$ cat config.mk
export PLATFORM = sky130hd
export DESIGN_NAME = clk_ratio_gen_flat
export DESIGN_NICKNAME = d
export VERILOG_FILES = /design/src/rtl/clk_ratio_gen_if.sv /design/src/rtl/clk_ratio_gen.sv /design/src/flat_wrapper.sv
export SDC_FILE = /design/constraint.sdc
export NUM_CORES = 1
export LEC_CHECK = 0
export CORE_ASPECT_RATIO = 0.6
export CORE_MARGIN = 2
export CORE_UTILIZATION = 60
export CTS_CLUSTER_SIZE = 12
export DETAILED_ROUTE_END_ITERATION = 16
export HOLD_SLACK_MARGIN = 0.1
export PLACE_DENSITY = 0.85
export SYNTH_ARGS = -nofsm -noshare
export SYNTH_HDL_FRONTEND = slang
export SYNTH_SLANG_ARGS = --single-unit
$ cat constraint.sdc
create_clock -name clk1_i -period 5 [get_ports clk1_i]
set_input_delay 1 -clock clk1_i [delete_from_list [all_inputs] [get_ports clk1_i]]
set_output_delay 1 -clock clk1_i [all_outputs]
set_load 0.01 [all_outputs]
$ cat src/rtl/clk_ratio_gen_if.sv
// Control/status bundle of the divided-clock generator: run request, half-period
// config handshake, and the generated clock with its strobes and edge count.
interface clk_ratio_gen_if #(
    parameter int CNT_W  = 8,
    parameter int EDGE_W = 16
);
    logic              en;
    logic [CNT_W-1:0]  cfg_half;
    logic              cfg_valid;
    logic              cfg_ready;
    logic              clk_out;
    logic              rise_stb;
    logic              fall_stb;
    logic [EDGE_W-1:0] edge_cnt;
    logic              running;

    modport master (
        output en, cfg_half, cfg_valid,
        input  cfg_ready, clk_out, rise_stb, fall_stb, edge_cnt, running
    );

    modport slave (
        input  en, cfg_half, cfg_valid,
        output cfg_ready, clk_out, rise_stb, fall_stb, edge_cnt, running
    );
endinterface

$ cat src/rtl/clk_ratio_gen.sv
// Glitch-free 50% duty divided clock from clk1 with run-time reprogrammable half-period,
// rise/fall strobes and a rising-edge counter. All outputs are registered.
module clk_ratio_gen #(
    parameter int CNT_W        = 8,
    parameter int DEFAULT_HALF = 1,
    parameter int EDGE_W       = 16
) (
    input  logic            clk1_i,
    input  logic            rst_i,
    clk_ratio_gen_if.slave  bus_io
);
    typedef enum logic [1:0] {
        ST_IDLE  = 2'd0,
        ST_RUN   = 2'd1,
        ST_DRAIN = 2'd2
    } state_e;

    state_e            state_q, state_d;
    logic [CNT_W-1:0]  cnt_q, cnt_d;
    logic [CNT_W-1:0]  half_q, half_d;
    logic [CNT_W-1:0]  pend_q, pend_d;
    logic              pend_vld_q, pend_vld_d;
    logic              cfg_ready_q, cfg_ready_d;
    logic              clk_out_q, clk_out_d;
    logic              rise_q, rise_d;
    logic              fall_q, fall_d;
    logic [EDGE_W-1:0] edge_q, edge_d;
    logic              running_q, running_d;
    logic              toggle_s;
    logic              apply_s;
    logic              take_s;

    // A half-period of zero would never toggle; treat it as the fastest setting.
    function automatic logic [CNT_W-1:0] coerce_half(input logic [CNT_W-1:0] h);
        if (h == {CNT_W{1'b0}}) begin
            coerce_half = CNT_W'(1);
        end else begin
            coerce_half = h;
        end
    endfunction

    // Next-state, counter, clock level, strobes and config handshake.
    always_comb begin
        state_d    = state_q;
        cnt_d      = cnt_q;
        half_d     = half_q;
        pend_d     = pend_q;
        pend_vld_d = pend_vld_q;
        clk_out_d  = clk_out_q;
        rise_d     = 1'b0;
        fall_d     = 1'b0;
        edge_d     = edge_q;
        apply_s    = 1'b0;
        toggle_s   = (cnt_q == (half_q - CNT_W'(1)));
        take_s     = bus_io.cfg_valid & cfg_ready_q;

        case (state_q)
            ST_IDLE: begin
                apply_s = pend_vld_q;
                cnt_d   = {CNT_W{1'b0}};
                if (bus_io.en) begin
                    clk_out_d = 1'b1;
                    rise_d    = 1'b1;
                    edge_d    = edge_q + EDGE_W'(1);
                    state_d   = ST_RUN;
                end else begin
                    clk_out_d = 1'b0;
                end
            end
            ST_RUN, ST_DRAIN: begin
                if (!bus_io.en && !clk_out_q) begin
                    state_d = ST_IDLE;
                    cnt_d   = {CNT_W{1'b0}};
                end else if (toggle_s) begin
                    // With en low here the clock is high, so this toggle is the final fall.
                    clk_out_d = ~clk_out_q;
                    rise_d    = ~clk_out_q;
                    fall_d    = clk_out_q;
                    edge_d    = clk_out_q ? edge_q : (edge_q + EDGE_W'(1));
                    cnt_d     = {CNT_W{1'b0}};
                    apply_s   = pend_vld_q;
                    state_d   = bus_io.en ? ST_RUN : ST_IDLE;
                end else begin
                    cnt_d   = cnt_q + CNT_W'(1);
                    state_d = bus_io.en ? ST_RUN : ST_DRAIN;
                end
            end
            default: begin
                state_d   = ST_IDLE;
                cnt_d     = {CNT_W{1'b0}};
                clk_out_d = 1'b0;
            end
        endcase

        // Slot is busy while a value is pending, so capture and apply never coincide.
        if (apply_s) begin
            half_d     = pend_q;
            pend_vld_d = 1'b0;
        end else if (take_s) begin
            pend_d     = coerce_half(bus_io.cfg_half);
            pend_vld_d = 1'b1;
        end else begin
            pend_d = pend_q;
        end

        cfg_ready_d = ~pend_vld_d;
        running_d   = (state_d != ST_IDLE);
    end

    // State and output registers with synchronous reset.
    always_ff @(posedge clk1_i) begin
        if (rst_i) begin
            state_q     <= ST_IDLE;
            cnt_q       <= {CNT_W{1'b0}};
            half_q      <= coerce_half(CNT_W'(DEFAULT_HALF));
            pend_q      <= {CNT_W{1'b0}};
            pend_vld_q  <= 1'b0;
            cfg_ready_q <= 1'b1;
            clk_out_q   <= 1'b0;
            rise_q      <= 1'b0;
            fall_q      <= 1'b0;
            edge_q      <= {EDGE_W{1'b0}};
            running_q   <= 1'b0;
        end else begin
            state_q     <= state_d;
            cnt_q       <= cnt_d;
            half_q      <= half_d;
            pend_q      <= pend_d;
            pend_vld_q  <= pend_vld_d;
            cfg_ready_q <= cfg_ready_d;
            clk_out_q   <= clk_out_d;
            rise_q      <= rise_d;
            fall_q      <= fall_d;
            edge_q      <= edge_d;
            running_q   <= running_d;
        end
    end

    assign bus_io.cfg_ready = cfg_ready_q;
    assign bus_io.clk_out   = clk_out_q;
    assign bus_io.rise_stb  = rise_q;
    assign bus_io.fall_stb  = fall_q;
    assign bus_io.edge_cnt  = edge_q;
    assign bus_io.running   = running_q;
endmodule
$ cat src/flat_wrapper.sv
// flat-port wrapper written by rule: the top's interface ports become plain ports
module clk_ratio_gen_flat 
#(
    parameter int CNT_W        = 8,
    parameter int DEFAULT_HALF = 1,
    parameter int EDGE_W       = 16
)
  (clk1_i, rst_i, bus_io_en, bus_io_cfg_half, bus_io_cfg_valid, bus_io_cfg_ready, bus_io_clk_out, bus_io_rise_stb, bus_io_fall_stb, bus_io_edge_cnt, bus_io_running);
  clk_ratio_gen_if #(.CNT_W(CNT_W), .EDGE_W(EDGE_W)) bus_io_i ();
  input  logic clk1_i;
  input  logic rst_i;
  input wire logic [$bits(bus_io_i.en)-1:0] bus_io_en;
  input wire logic [$bits(bus_io_i.cfg_half)-1:0] bus_io_cfg_half;
  input wire logic [$bits(bus_io_i.cfg_valid)-1:0] bus_io_cfg_valid;
  output wire logic [$bits(bus_io_i.cfg_ready)-1:0] bus_io_cfg_ready;
  output wire logic [$bits(bus_io_i.clk_out)-1:0] bus_io_clk_out;
  output wire logic [$bits(bus_io_i.rise_stb)-1:0] bus_io_rise_stb;
  output wire logic [$bits(bus_io_i.fall_stb)-1:0] bus_io_fall_stb;
  output wire logic [$bits(bus_io_i.edge_cnt)-1:0] bus_io_edge_cnt;
  output wire logic [$bits(bus_io_i.running)-1:0] bus_io_running;
  assign bus_io_i.en = bus_io_en;
  assign bus_io_i.cfg_half = bus_io_cfg_half;
  assign bus_io_i.cfg_valid = bus_io_cfg_valid;
  assign bus_io_cfg_ready = bus_io_i.cfg_ready;
  assign bus_io_clk_out = bus_io_i.clk_out;
  assign bus_io_rise_stb = bus_io_i.rise_stb;
  assign bus_io_fall_stb = bus_io_i.fall_stb;
  assign bus_io_edge_cnt = bus_io_i.edge_cnt;
  assign bus_io_running = bus_io_i.running;
  clk_ratio_gen #(.CNT_W(CNT_W), .DEFAULT_HALF(DEFAULT_HALF), .EDGE_W(EDGE_W)) u_core (.clk1_i(clk1_i), .rst_i(rst_i), .bus_io(bus_io_i));
endmodule
[Word level (Yosys, flattened, before mapping)]
Cells that the tools add are included.
Storage, ports and cells
  word-level logic and storage cells: 64
  input bits: 12
  output and inout port bits: 21
  bits in registers: 48
Operators by class
  bitwise gates (word level): 6
  equality and inequality tests: 7
  muxes and demuxes: 24
  $add $sub $neg: 3
  reduce and logical (&&, ||, !) cells: 13
Operators by type and width (count)
  16-bit 2-to-1 mux: 4
  16-bit case mux with 2 select lines: 1
  16-bit by 1-bit adder with 16-bit output, second input constant: 1
  1-bit 2-to-1 mux: 10
  8-bit by 1-bit adder with 8-bit output, second input constant: 1
  8-bit == test: 1
  8-bit zero test: 1
  2-bit 2-to-1 mux: 4
  8-bit 2-to-1 mux: 1
  4-bit OR reduction: 2
  8-bit by 1-bit subtractor with 8-bit output, second input constant: 1
  2-bit inequality test, second input constant: 3
  1-bit case mux with 2 select lines: 3
  1-bit inverter: 5
  5-bit AND reduction: 1
  2-bit case mux with 2 select lines: 1
  2-bit AND reduction: 2
  2-bit nonzero test: 2
  2-bit by 1-bit == test with 1-bit output, second input constant: 1
  2-bit == test, second input constant: 1
  1-bit zero test: 2
  2-bit zero test: 1
  2-bit by 1-bit inequality test with 1-bit output, second input constant: 1
  2-bit OR reduction: 1
  other kinds (2): 2

[Depth between registers and ports, before layout]
Gate-level depths: netlist (run 1).
  word-level depth: 7
  depth in mapped cells: 10
  depth with buffers taken out: 8

[Worst setup path after synthesis (run 1)]
OpenSTA, ideal clock, no wires.
  path kind: register to register
  from: register u_core.half_q[0]
  to: register u_core.half_q[1]
  setup time: 106 ps
  path buffers: 1
  cell stages (with the launch flop): 10
  path slack: 2375 ps
  data required time: 4894 ps
  period minus slack after synthesis: 2625 ps
  arrival: 2519 ps
  path through: dfxtp_1 -> inv_1 -> ha_1 -> or3b_2 -> nor4_1 -> o2111ai_1 -> a2111oi_2 -> clkbuf_1 -> nand4_1 -> o311ai_0
Between the ends
  cells in the longest elaborated chain, start to end: 5
RTL lines
  from (decl): RTL line clk_ratio_gen.sv:20  | logic [CNT_W-1:0] half_q, half_d;
  from (signal assigned): RTL line clk_ratio_gen.sv:115  | half_q <= coerce_half(CNT_W'(DEFAULT_HALF));
  from (signal assigned): RTL line clk_ratio_gen.sv:127  | half_q <= half_d;
  8-bit by 1-bit subtractor with 8-bit output: RTL line clk_ratio_gen.sv:54  | toggle_s = (cnt_q == (half_q - CNT_W'(1)));
  8-bit == test: RTL line clk_ratio_gen.sv:54
  1-bit 2-to-1 mux: RTL line clk_ratio_gen.sv:74  | end else if (toggle_s) begin
  1-bit 2-to-1 mux: RTL line clk_ratio_gen.sv:71  | if (!bus_io.en && !clk_out_q) begin
  1-bit case mux with 2 select lines: RTL line clk_ratio_gen.sv:57  | case (state_q)
Every way passes these cells.
A chain may end at the register's enable or synchronous reset.

[Worst setup path in the final report (run 1)]
  from: register u_core.half_q[0]
  to: register u_core.edge_q[10] (netlist: u_core.bus_io.edge_cnt[10])
Between the ends
  cells in the longest elaborated chain, start to end: 4
RTL lines
  8-bit by 1-bit subtractor with 8-bit output: RTL line clk_ratio_gen.sv:54
  8-bit == test: RTL line clk_ratio_gen.sv:54
  2-bit by 1-bit inequality test with 1-bit output (no line)
  5-bit AND reduction (no line)
  to (signal assigned): RTL line clk_ratio_gen.sv:122  | edge_q <= {EDGE_W{1'b0}};
  to (signal assigned): RTL line clk_ratio_gen.sv:134  | edge_q <= edge_d;
  to (decl): RTL line clk_ratio_gen.sv:27  | logic [EDGE_W-1:0] edge_q, edge_d;
Every way passes these cells.

==> results of run 1 <==
worst register-to-register path: stages, from the launching register on:
cell      delay [ns]
dfxtp_1         0.36
inv_1           0.08
ha_1            0.22
or3b_2          0.50
o31a_1          0.27
o2111a_1        0.30
a21oi_2         0.91
nor4_1          0.19
mux2_1          0.35
where the power goes:
group / switching, µW / internal [µW] / leakage, µW / total [µW]
sequential: 19.0 / 400 / 0.000390 / 419
combinational: 112 / 72.1 / 0.000624 / 184
clock: 126 / 94.9 / 0.0000400 / 221
placed cells by master (no fill, tap or decap), types with 6 or more instances in the layout:
cell | Yosys | layout
nand3_1 | 13 | 13
or2_2 | 8 | 8
nand2b_1 | 9 | 9
inv_1 | 10 | 10
a31oi_1 | 7 | 7
o21ai_0 | 6 | 6
o311ai_1 | 6 | 6
a21oi_1 | 21 | 20
nor2_1 | 19 | 19
nand2_1 | 22 | 22
o41ai_1 | 8 | 8
dfxtp_1 | 48 | 48
nor3_1 | 14 | 14
clkdlybuf4s50_1 | 0 | 32
o311ai_0 | 9 | 9
and3_1 | 7 | 7
nand4_1 | 12 | 12
xor2_1 | 10 | 10
area by class of cell:
type / instances / area (µm²)
repair buffers: 34 / 335
flip-flops and latches: 48 / 961
inverters: 10 / 37.5
well taps: 60 / 75.1
multi-input cells: 240 / 1570
clock buffers: 5 / 68.8
clock inverters: 2 / 12.5
fillers: 341 / 1130
routing by layer:
metal,up-vias,GRT usage (%),part of all wire (%)
met5,-,0,0
met4,0,4.40,0.54
met3,8,5.32,5.9
met2,93,38.1,43
met1,1223,39.5,51
li1,1255,-,-
final timing paths:
path                           endpoint  slack [ns]
max          u_core.bus_io.edge_cnt[10]        1.74
min           u_core.bus_io.edge_cnt[4]        0.50
max reg2reg  u_core.bus_io.edge_cnt[10]        1.74
min reg2reg   u_core.bus_io.edge_cnt[4]        0.50
cells by family after synthesis:
logic type	count (synthesis)	share of synthesized area [%]
adder cells (fa/ha/maj)	5	2.35
AND/OR/NAND/NOR	130	26.3
flip-flops	48	36.2
XOR/XNOR	15	4.94
buffers and inverters	34	4.85
multiplexers	2	0.847
AO/OA/AOI/OAI	88	24.6
synthesized netlist by cell type, drive strengths merged, types with 7 or more instances:
master,instances
dfxtp,48
or2,8
nor2,19
a21oi,21
nand3,13
inv,10
a31oi,7
and3,7
o311ai,15
o41ai,8
nand2,22
nor3,14
nand2b,9
o21ai,7
nand4,12
xor2,10
clkbuf,23
sequential cells by signal, summed over array words and instances (netlist names), 2 cells and up:
signal                  flops
u_core.state_q              2
u_core.pend_q               8
u_core.cnt_q                8
u_core.half_q               8
u_core.bus_io.edge_cnt     16
per-stage QoR:
stage | util, % | setup slack [ns] | instance area (µm²) | std cells
after floorplan | - | 2.37 | 2660 | 322
after global placement | 71.1 | 1.87 | 2980 | 392
after detailed placement | 71.1 | 1.75 | 2980 | 392
after CTS | 73.1 | 1.74 | 3060 | 399
after global routing | 73.1 | 1.49 | 3060 | 399
final | 73.1 | 1.74 | 3060 | 399
==> out/results.ini, run 1 <==
[grt]
grt_use_total_pct=25.9
grt_pass1_wl_mm=10.9
grt.overflow.total=0
grt_max_degree=44
grt_pass1_vias=2348
antenna_found_initial=0

[placement]
dp_hpwl_mm=4.42
place.gp.congestion=0.835
io_buffers=32

[timing]
hold_ws_ns=0.497
hold_viol=0
period_needed_ns=3.26
fin_crit_sh_pct=65.3
maxSlewHeadroom_pct=23.6
slew_violations=0
fmax_mhz=306
tns_ns=0
worst_slew_pin_slew_ns=1.15
setup_viol_count_final=0
rsz0062_at_grt=no
fin_skew_ns=0.00431

[finish]
drive_gt1_share_pct=7.96
nets=356
area_growth_pct=15.2
insertedDiodeCount=0

[worst_setup_path]
r2r_cells=8
r2r-start=u_core.half_q[0]
cpPeakStageDelay_ns=0.91
path_max_fanout=30
crit_required_ns=5.19
crit_chain=inv_1 > ha_1 > or3b_2 > o31a_1 > o2111a_1 > a21oi_2 > nor4_1 > mux2_1
critPathSlowestCell=a21oi_2
crit_type=flip-flop to flip-flop
cp.depth=8
cp_top_family=compound AO/OA/AOI/OAI gates
crit_path_start=u_core.half_q[0]
cp.arrival_ns=3.45
crit_buf_inv=1
cp-end-kind=flip-flop
startpoint_type=flip-flop

[status]
outcome=complete, no violations

[clocking]
postCtsSetupBuffers=0
clkSinkCount=48
cts_tree=built
numCtsBuffers=5
clk_pin_slew_ns=0.09
clkLatencyLatePin_ns=0.29
ctsResizeCount=0
cts_max_level=2
hold_buffers=0
clock_path_buffers=2
clk_root_buffer_cell=clkbuf_8

[drt]
drt_pass1_iterations=5
wl_mm=6.29
routed_via_density=6.46
ant_nets=0
drt_iter0_drc=210
routedWlPerCell_um=15.8
vias=2579
drc=0

[worst_hold_path]
worstHoldStart=u_core.bus_io.edge_cnt[4]
min_delay_path_depth=2
hp-class=flip-flop to flip-flop

[yosys]
yosys.area.top_type_share_pct=36.2
synth_enable_flop_cells=0
ys_seq_area_share_pct=36.2
syn_avg_cell_area_um2=8.25
synth-main-ff-cell=dfxtp_1
postSynthNetCount=339
ys_ff_latch=48
yosysTopAreaCell=dfxtp_1
syn_inst=322
ys_top_cells_by_area=dfxtp_1 36%, a21oi_1 4.0%, xor2_1 3.3%, clkbuf_1 3.2%, nand2_1 3.1%
yosys_warnings=0
async_reset_ff_share_pct=0
syn-cell-area_um2=2660
synth.distinct_cells=51

[power]
p_leak_uw=0.00105
power.density_nw_per_um2=269
total_power_uw=824
max-vdd-ir-drop_v=0.000161

[floorplanning]
pin_count=33
initial_core_util_pct=63.4
die_w_um=89.9
die_h_um=55.6
core_um2=4190
num_rows=18
dieArea_um2=5000

[run]
cap_violations=0

No activity file was read; power rests on OpenSTA's default activity.
==> run 2, diff against run 1 <==
- CORE_UTILIZATION: 60 -> 55
- PLACE_DENSITY: 0.85 -> 0.79
- clock period: 5 -> 3.35 ns (I/O delays scaled with it)
==> out/results.ini, run 2 (synthesis gave the netlist of run 1 again) <==
[power]
max-vdd-ir-drop_v=0.000245
total_power_uw=1320
internal-power_uw=936
p_sw_uw=380
p_leak_uw=0.00109
combPwrFrac_pct=21.5
switching_share_pct=28.9
seqPwrFrac_pct=47.6
clockPowerShare_pct=30.9
power.density_nw_per_um2=421

[timing]
fin_skew_ns=0.00477
fmax_mhz=343
period_needed_ns=2.92
worst_slew_pin_slew_ns=0.939
slew_violations=0
maxSlewHeadroom_pct=37.3
tns_ns=0
rsz0062_at_grt=no
worst_slack_ns=0.433
setup_viol_count_final=0
fin_crit_sh_pct=87.1
hold_viol=0

[worst_setup_path]
r2r-end=u_core.bus_io.edge_cnt[12]
cp_top_family=compound AO/OA/AOI/OAI gates
startpoint_type=flip-flop
cp.arrival_ns=3.10
crit_type=flip-flop to flip-flop
reg2reg_slack_ns=0.43
cpPeakStageDelay_ns=0.69
cp-end-kind=flip-flop
r2r_cells=7
crit_required_ns=3.54
path_max_fanout=21
crit_chain=or4_4 > o221a_2 > nor3_1 > a311o_1 > buf_4 > o311ai_1 > o41ai_1
critPathSlowestCell=a311o_1
r2r-start=u_core.half_q[0]
crit_buf_inv=1

[finish]
fin_util_pct=67.9
final_cell_mix=48 x dfxtp_1, 32 x clkdlybuf4s50_1, 22 x nand2_1
insertedDiodeCount=0
area_growth_pct=17.7
multi_input_area_um2=1570
largest_reg_flops=16
drive_gt1_share_pct=9.28
layout_commonest_cell=dfxtp_1
nets=361
stdcell_count=408
num-fill-cells=392
ff_latch_area_um2=961

[worst_hold_path]
worstHoldStart=u_core.bus_io.edge_cnt[4]
min_delay_path_depth=2
hp-class=flip-flop to flip-flop
hold_end=u_core.bus_io.edge_cnt[4]

[clocking]
clk_root_buffer_cell=clkbuf_8
clock_path_buffers=2
cts_tree=built
hold_buffers=0
ctsResizeCount=0
clkLatencyLatePin_ns=0.29
postCtsSetupBuffers=0
clkSinkCount=48
clk_pin_slew_ns=0.09
cts_max_level=2
numCtsBuffers=5

[placement]
place.gp.congestion=0.877
placedCellCount=400
io_buffers=32
dp_hpwl_mm=4.44
dp_slack_ns=0.452

[drt]
wl_mm=6.25
routed_via_density=6.24
routedWlPerCell_um=15.3
vias=2547
drc=0
drt_pass1_iterations=5
drt_iter0_drc=172
ant_nets=0

[grt]
grt_pass1_wl_mm=10.5
grt_max_degree=43
grt.overflow.total=0
antenna_found_initial=0
grt_pass1_vias=2216
grt_use_total_pct=23.9

[floorplanning]
dieArea_um2=5420
die_w_um=93.7
num_rows=19
core_um2=4610
pin_count=33
die_h_um=57.8
initial_core_util_pct=57.6

[status]
outcome=complete, no violations

[run]
cap_violations=0

==> run 2: power by group through the flow <==
stage,combinational [µW],clock (µW),sequential [µW]
floorplan,194,0,634
global route,313,439,632
detailed placement,279,0,639
finish,283,406,627
global placement,275,0,638
CTS,281,414,626
==> run 2: layout make-up <==
type | instances | share of cell area, %
clock buffers | 6 | 2.32
clock inverters | 2 | 1.12
inverters | 10 | 1.20
multi-input cells | 240 | 50.2
flip-flops and latches | 48 | 30.7
well taps | 63 | 2.52
repair buffers | 39 | 11.9
==> run 2: worst max-delay path by stage <==
stage,start,endpoint,cells after the start
finish,u_core.half_q[0],u_core.bus_io.edge_cnt[12],7
global route,u_core.half_q[0],u_core.bus_io.edge_cnt[12],7
CTS,u_core.half_q[0],u_core.bus_io.edge_cnt[10],6
detailed placement,u_core.half_q[0],u_core.bus_io.edge_cnt[10],6
floorplan,u_core.half_q[0],u_core.half_q[4],9
global placement,u_core.half_q[0],u_core.bus_io.edge_cnt[10],6
==> run 2: worst reg2reg max path, cell delays in order, from the launching register on <==
cell      delay, ns
dfxtp_1        0.36
or4_4          0.58
o221a_2        0.29
nor3_1         0.37
a311o_1        0.69
buf_4          0.30
o311ai_1       0.12
o41ai_1        0.11
==> run 2: per-stage QoR <==
step                hold WS [ns]  cell area, µm²
CTS                        0.499            3130
floorplan                  0.459            2660
global placement           0.483            3020
global route               0.538            3130
detailed placement         0.481            3020
finish                     0.497            3130
==> run 2: layer usage <==
layer	up-vias	share of wire [%]	wire [µm]	GRT usage, %
met4	0	0.32	20	3.93
met2	85	40	2520	33.2
met1	1194	51	3210	38.4
met3	2	7.9	496	4.81
li1	1266	-	-	-
met5	-	0	0	0
==> variant 1, RTL diff (flow settings as in run 2) <==
`EDGE_W` is set to 16 in 3 places; all go to 12.
--- a/src/rtl/clk_ratio_gen_if.sv
+++ b/src/rtl/clk_ratio_gen_if.sv
@@ -3,5 +3,5 @@
 interface clk_ratio_gen_if #(
     parameter int CNT_W  = 8,
-    parameter int EDGE_W = 16
+    parameter int EDGE_W = 12
 );
     logic              en;
--- a/src/rtl/clk_ratio_gen.sv
+++ b/src/rtl/clk_ratio_gen.sv
@@ -4,5 +4,5 @@
     parameter int CNT_W        = 8,
     parameter int DEFAULT_HALF = 1,
-    parameter int EDGE_W       = 16
+    parameter int EDGE_W       = 12
 ) (
     input  logic            clk1_i,
--- a/src/flat_wrapper.sv
+++ b/src/flat_wrapper.sv
@@ -4,5 +4,5 @@
     parameter int CNT_W        = 8,
     parameter int DEFAULT_HALF = 1,
-    parameter int EDGE_W       = 16
+    parameter int EDGE_W       = 12
 )
   (clk1_i, rst_i, bus_io_en, bus_io_cfg_half, bus_io_cfg_valid, bus_io_cfg_ready, bus_io_clk_out, bus_io_rise_stb, bus_io_fall_stb, bus_io_edge_cnt, bus_io_running);
Ports: changed (resized bus_io_edge_cnt); port bits go from 33 to 29. No check against the original RTL was run, so the function may have changed too.
==> variant 1 against run 2 <==
Sequential power decreased by 6.5%; via count decreased by 33%; synthesized cell count decreased by 25%; sequential cell count decreased by 4; critical endpoint is now u_core.pend_q[3]; worst setup slack improved by 0.14 ns; clock power decreased by 3%; first-iteration DRC count decreased by 55%; design area decreased by 20%; global-route usage decreased by 3.8 points; routed wire length decreased by 35%; synthesized area decreased by 20%; total power decreased by 7.1%.
==> variant 1: results (changes against run 2) <==
Seq area share=35.3% (was 30.7%); area of the multi-input gates=0.00111 sq mm (was 0.00157 sq mm); First-pass DRT Iterations=4 (was 5); DRT iter0 DRCs=77 (was 172); first-pass GRT wire length=6890 um (was 10500 um); WL per Instance=13.0 um (was 15.3 um); met2 WL=1540 um (was 2520 um); status=finished clean (unchanged); HPWL after DPL=3060 um (was 4440 um); sequential cell area fraction in the yosys report=41.6% (was 36.2%); worst-path fanout max=9 (was 21); IO Port Bufs=28 (was 32); inverters=11 (was 10); GP Congestion=0.799 (was 0.877); max FFs per register=12 (was 16); vias per inst=5.45 (was 6.24); P&R area growth vs syn=17.9% (was 17.7%); clock skew=0.00519 ns (was 0.00477 ns); Critical-path top delay cell=and3_1 (was a311o_1); pre-CTS setup slack=0.628 ns (was 0.452 ns); bufs w/o clock=30 (was 39); ClkCell Share=4.31% (was 3.44%); Final Net Count=284 (was 361); Leak=0.000953 uW (was 0.00109 uW); Slew headroom=60.9% (was 37.3%); top post-synthesis cells by area=dfxtp_1 (42%), mux2i_1 (7.1%), nor2_1 (7.1%), xor2_1 (3.7%), a21oi_1 (3.1%) (was dfxtp_1 (36%), a21oi_1 (4.0%), xor2_1 (3.3%), clkbuf_1 (3.2%), nand2_1 (3.1%)); worst vdd ir=0.291 mV (was 0.245 mV); share of layout cells above drive strength 1=7.09% (was 9.28%); Overall Global Routing Usage=20.1% (was 23.9%); multi-input gates=175 (was 240); Netlist cell types=44 (was 51); register area=881 sq um (was 961 sq um); Syn Nets=258 (was 339); placed cell count=307 (was 400)
==> variant 1: path summary, 6_finish.rpt <==
path	start	to	slack [ns]	cells after the start
worst max register to register	u_core.half_q[0]	u_core.pend_q[3]	0.58	10
worst max-delay path	u_core.half_q[0]	u_core.pend_q[3]	0.58	10
worst min register to register	u_core.cnt_q[0]	u_core.cnt_q[0]	0.48	1
worst min-delay path	u_core.cnt_q[0]	u_core.cnt_q[0]	0.48	1
==> variant 1: cell families after synthesis <==
| logic type | share of synthesized area (%) |
|---|---|
| simple gates | 23.2 |
| flops | 41.6 |
| compound gates | 11.6 |
| buf+inv | 5.85 |
| mux | 8.16 |
| xor+xnor | 6.62 |
| fa+ha+maj | 2.96 |
==> variant 1: report_power, final <==
group	leakage (uW)	internal [uW]	switching [uW]
Clock	0.0000552	221	174
Combinational	0.000540	116	126
Sequential	0.000358	554	31.7
==> variant 1: routing by layer <==
metal	vias to the layer above	track usage [%]
met5	-	0
met1	783	30.5
met3	5	5.40
met2	34	27.2
li1	894	-
met4	0	6.45
==> variant 2, RTL diff (config.mk and constraints of run 2) <==
Without the edit above. Reset style: asynchronous (`rst_i`), changed in one clocked block. Comments in the files are not updated.
--- a/src/rtl/clk_ratio_gen.sv
+++ b/src/rtl/clk_ratio_gen.sv
@@ -109,5 +109,5 @@
 
     // State and output registers with synchronous reset.
-    always_ff @(posedge clk1_i) begin
+    always_ff @(posedge clk1_i or posedge rst_i) begin
         if (rst_i) begin
             state_q     <= ST_IDLE;
Check against the original RTL: differs if rst_i is asserted again (counterexample within 4 cycles, from zero or initial values and one cycle with rst_i high); with rst_i held inactive, the same outputs for 4 cycles.
==> variant 2 against run 2 <==
Design area fell by 6.1%; worst setup slack improved by 0.22 ns; routed wire length fell by 21%; sequential cell count did not move; critical path type unchanged; synthesized area fell by 7.3%; final cell count fell by 16%.
Power is not compared: it rests on default switching activity, and its combinational part moved more than twofold at a synthesized area within 25%.
==> variant 2: results (changes against run 2) <==
status=finished clean (unchanged); Syn Nets=265 (was 339); GP Congestion=0.854 (was 0.877); pre-CTS setup slack=0.705 ns (was 0.452 ns); Overall Global Routing Usage=21.3% (was 23.9%); Worst-Margin Slew=0.960 ns (was 0.939 ns); Resize count post-CTS=0 (unchanged); Inserted Clock Buffers=5 (unchanged); Clock Root Buffer=clkbuf_8 (unchanged); HPWL after DPL=3600 um (was 4440 um); clock slew at reported path FFs=0.09 ns (about the same); met1 Use GR=34.0% (was 38.4%); Leak=0.00127 uW; largest net degree at the start of global routing=49 (was 43); initial antenna violation count=0 (unchanged); share of layout cells above drive strength 1=7.39% (was 9.28%); first-pass GRT wire length=8590 um (was 10500 um); Final Net Count=300 (was 361); top post-synthesis cells by area=dfrtp_1 (47%), xnor2_1 (6.8%), nand2_1 (6.2%), xor2_1 (3.9%), nand3_1 (3.9%) (was dfxtp_1 (36%), a21oi_1 (4.0%), xor2_1 (3.3%), clkbuf_1 (3.2%), nand2_1 (3.1%)); worst-path fanout max=18 (was 21); HP Class=register to register (unchanged); Netlist cell types=47 (was 51); H-tree lvl count=2 (unchanged); sequential cell area fraction in the yosys report=48.8% (was 36.2%); M2 GR Usage=28.6% (was 33.2%); asr flop ratio synth=100% (was 0%); CP peak stage delay=0.63 ns (was 0.69 ns); most common library cells after synthesis=dfrtp_1 (46), nand2_1 (41), nand3_1 (19), xnor2_1 (19), nor2_1 (16) (was dfxtp_1 (48), clkbuf_1 (23), nand2_1 (22)); # diodes=0 (unchanged); Syn. warnings=0 (unchanged); setup_tns=0 ns (unchanged); CP arrival=2.94 ns (was 3.10 ns); GRT met3 Usage=5.96% (was 4.81%); First-pass DRT Iterations=7 (was 5); clock skew=0.00577 ns (was 0.00477 ns); IO Port Bufs=32 (unchanged); DR vias=1936 (was 2547); post-CTS setup buffers=0 (unchanged); drt total wl=4930 um (was 6250 um); worst vdd ir=0.549 mV; Clock Latency Late Sink=0.30 ns; Critical-path top delay cell=o21ai_2 (was a311o_1); vias in the first global route=1751 (was 2216); DRT iter0 DRCs=126 (was 172); max FFs per register=16 (unchanged); largest buffer count on any clock path=2 (unchanged)
variant 2: cell types whose count changed after synthesis, moves of 14 or more:
cell,change
a21oi_1,-15
clkbuf_1,-20
dfrtp_1,+46
dfxtp_1,-48
nand2_1,+19
xnor2_1,+14
variant 2: cell type report:
type | count | area (sq um)
multi-input combinational | 183 | 1190
inverter | 12 | 45.0
timing repair buffer | 33 | 328
tap | 60 | 75.1
clock inverter | 1 | 7.51
clock buffer | 7 | 86.3
fill | 340 | 1270
sequential | 48 | 1200
variant 2: cells by family after synthesis:
logic type | synth area share, %
compound gates | 12.7
xor+xnor | 10.7
fa+ha+maj | 2.99
buf+inv | 2.79
flops | 48.8
mux | 0.457
simple gates | 21.6
variant 2: routing by layer:
| layer | vias up | wire [um] |
|---|---|---|
| met5 | - | 0 |
| met4 | 0 | 34 |
| met3 | 4 | 266 |
| met2 | 52 | 1990 |
| met1 | 944 | 2640 |
| li1 | 936 | - |
variant 2: worst paths after layout:
path / startpoint / end / slack, ns / depth (start not counted)
setup / recovery: u_core.half_q[0] / u_core.pend_q[6] / 0.65 / 8
hold / removal: u_core.bus_io.edge_cnt[15] / u_core.bus_io.edge_cnt[15] / 0.48 / 1
setup reg to reg: u_core.half_q[0] / u_core.pend_q[6] / 0.65 / 8
hold reg to reg: u_core.bus_io.edge_cnt[15] / u_core.bus_io.edge_cnt[15] / 0.48 / 1
max in group asynchronous: rst_i / u_core.half_q[7] / 1.84 / 2
min in group asynchronous: rst_i / u_core.bus_io.fall_stb / 0.91 / 2
variant 2: metrics by stage:
step | utilization, % | std cells | hold slack (ns) | instance area [sq um] | total power [uW]
after floorplan | - | 248 | 0.427 | 2460 | 1740
after CTS | 69.8 | 344 | 0.485 | 2940 | 2450
after detailed placement | 67.5 | 336 | 0.473 | 2840 | 2080
final | 69.8 | 344 | 0.482 | 2940 | 2440
after global placement | 67.5 | 336 | 0.468 | 2840 | 2040
after global routing | 69.8 | 344 | 0.506 | 2940 | 2620
variant 2: report_power, final:
part           total (uW)  internal, uW  switching, uW
registers             992           779            212
logic                1090           491            602
clock network         354           168            186
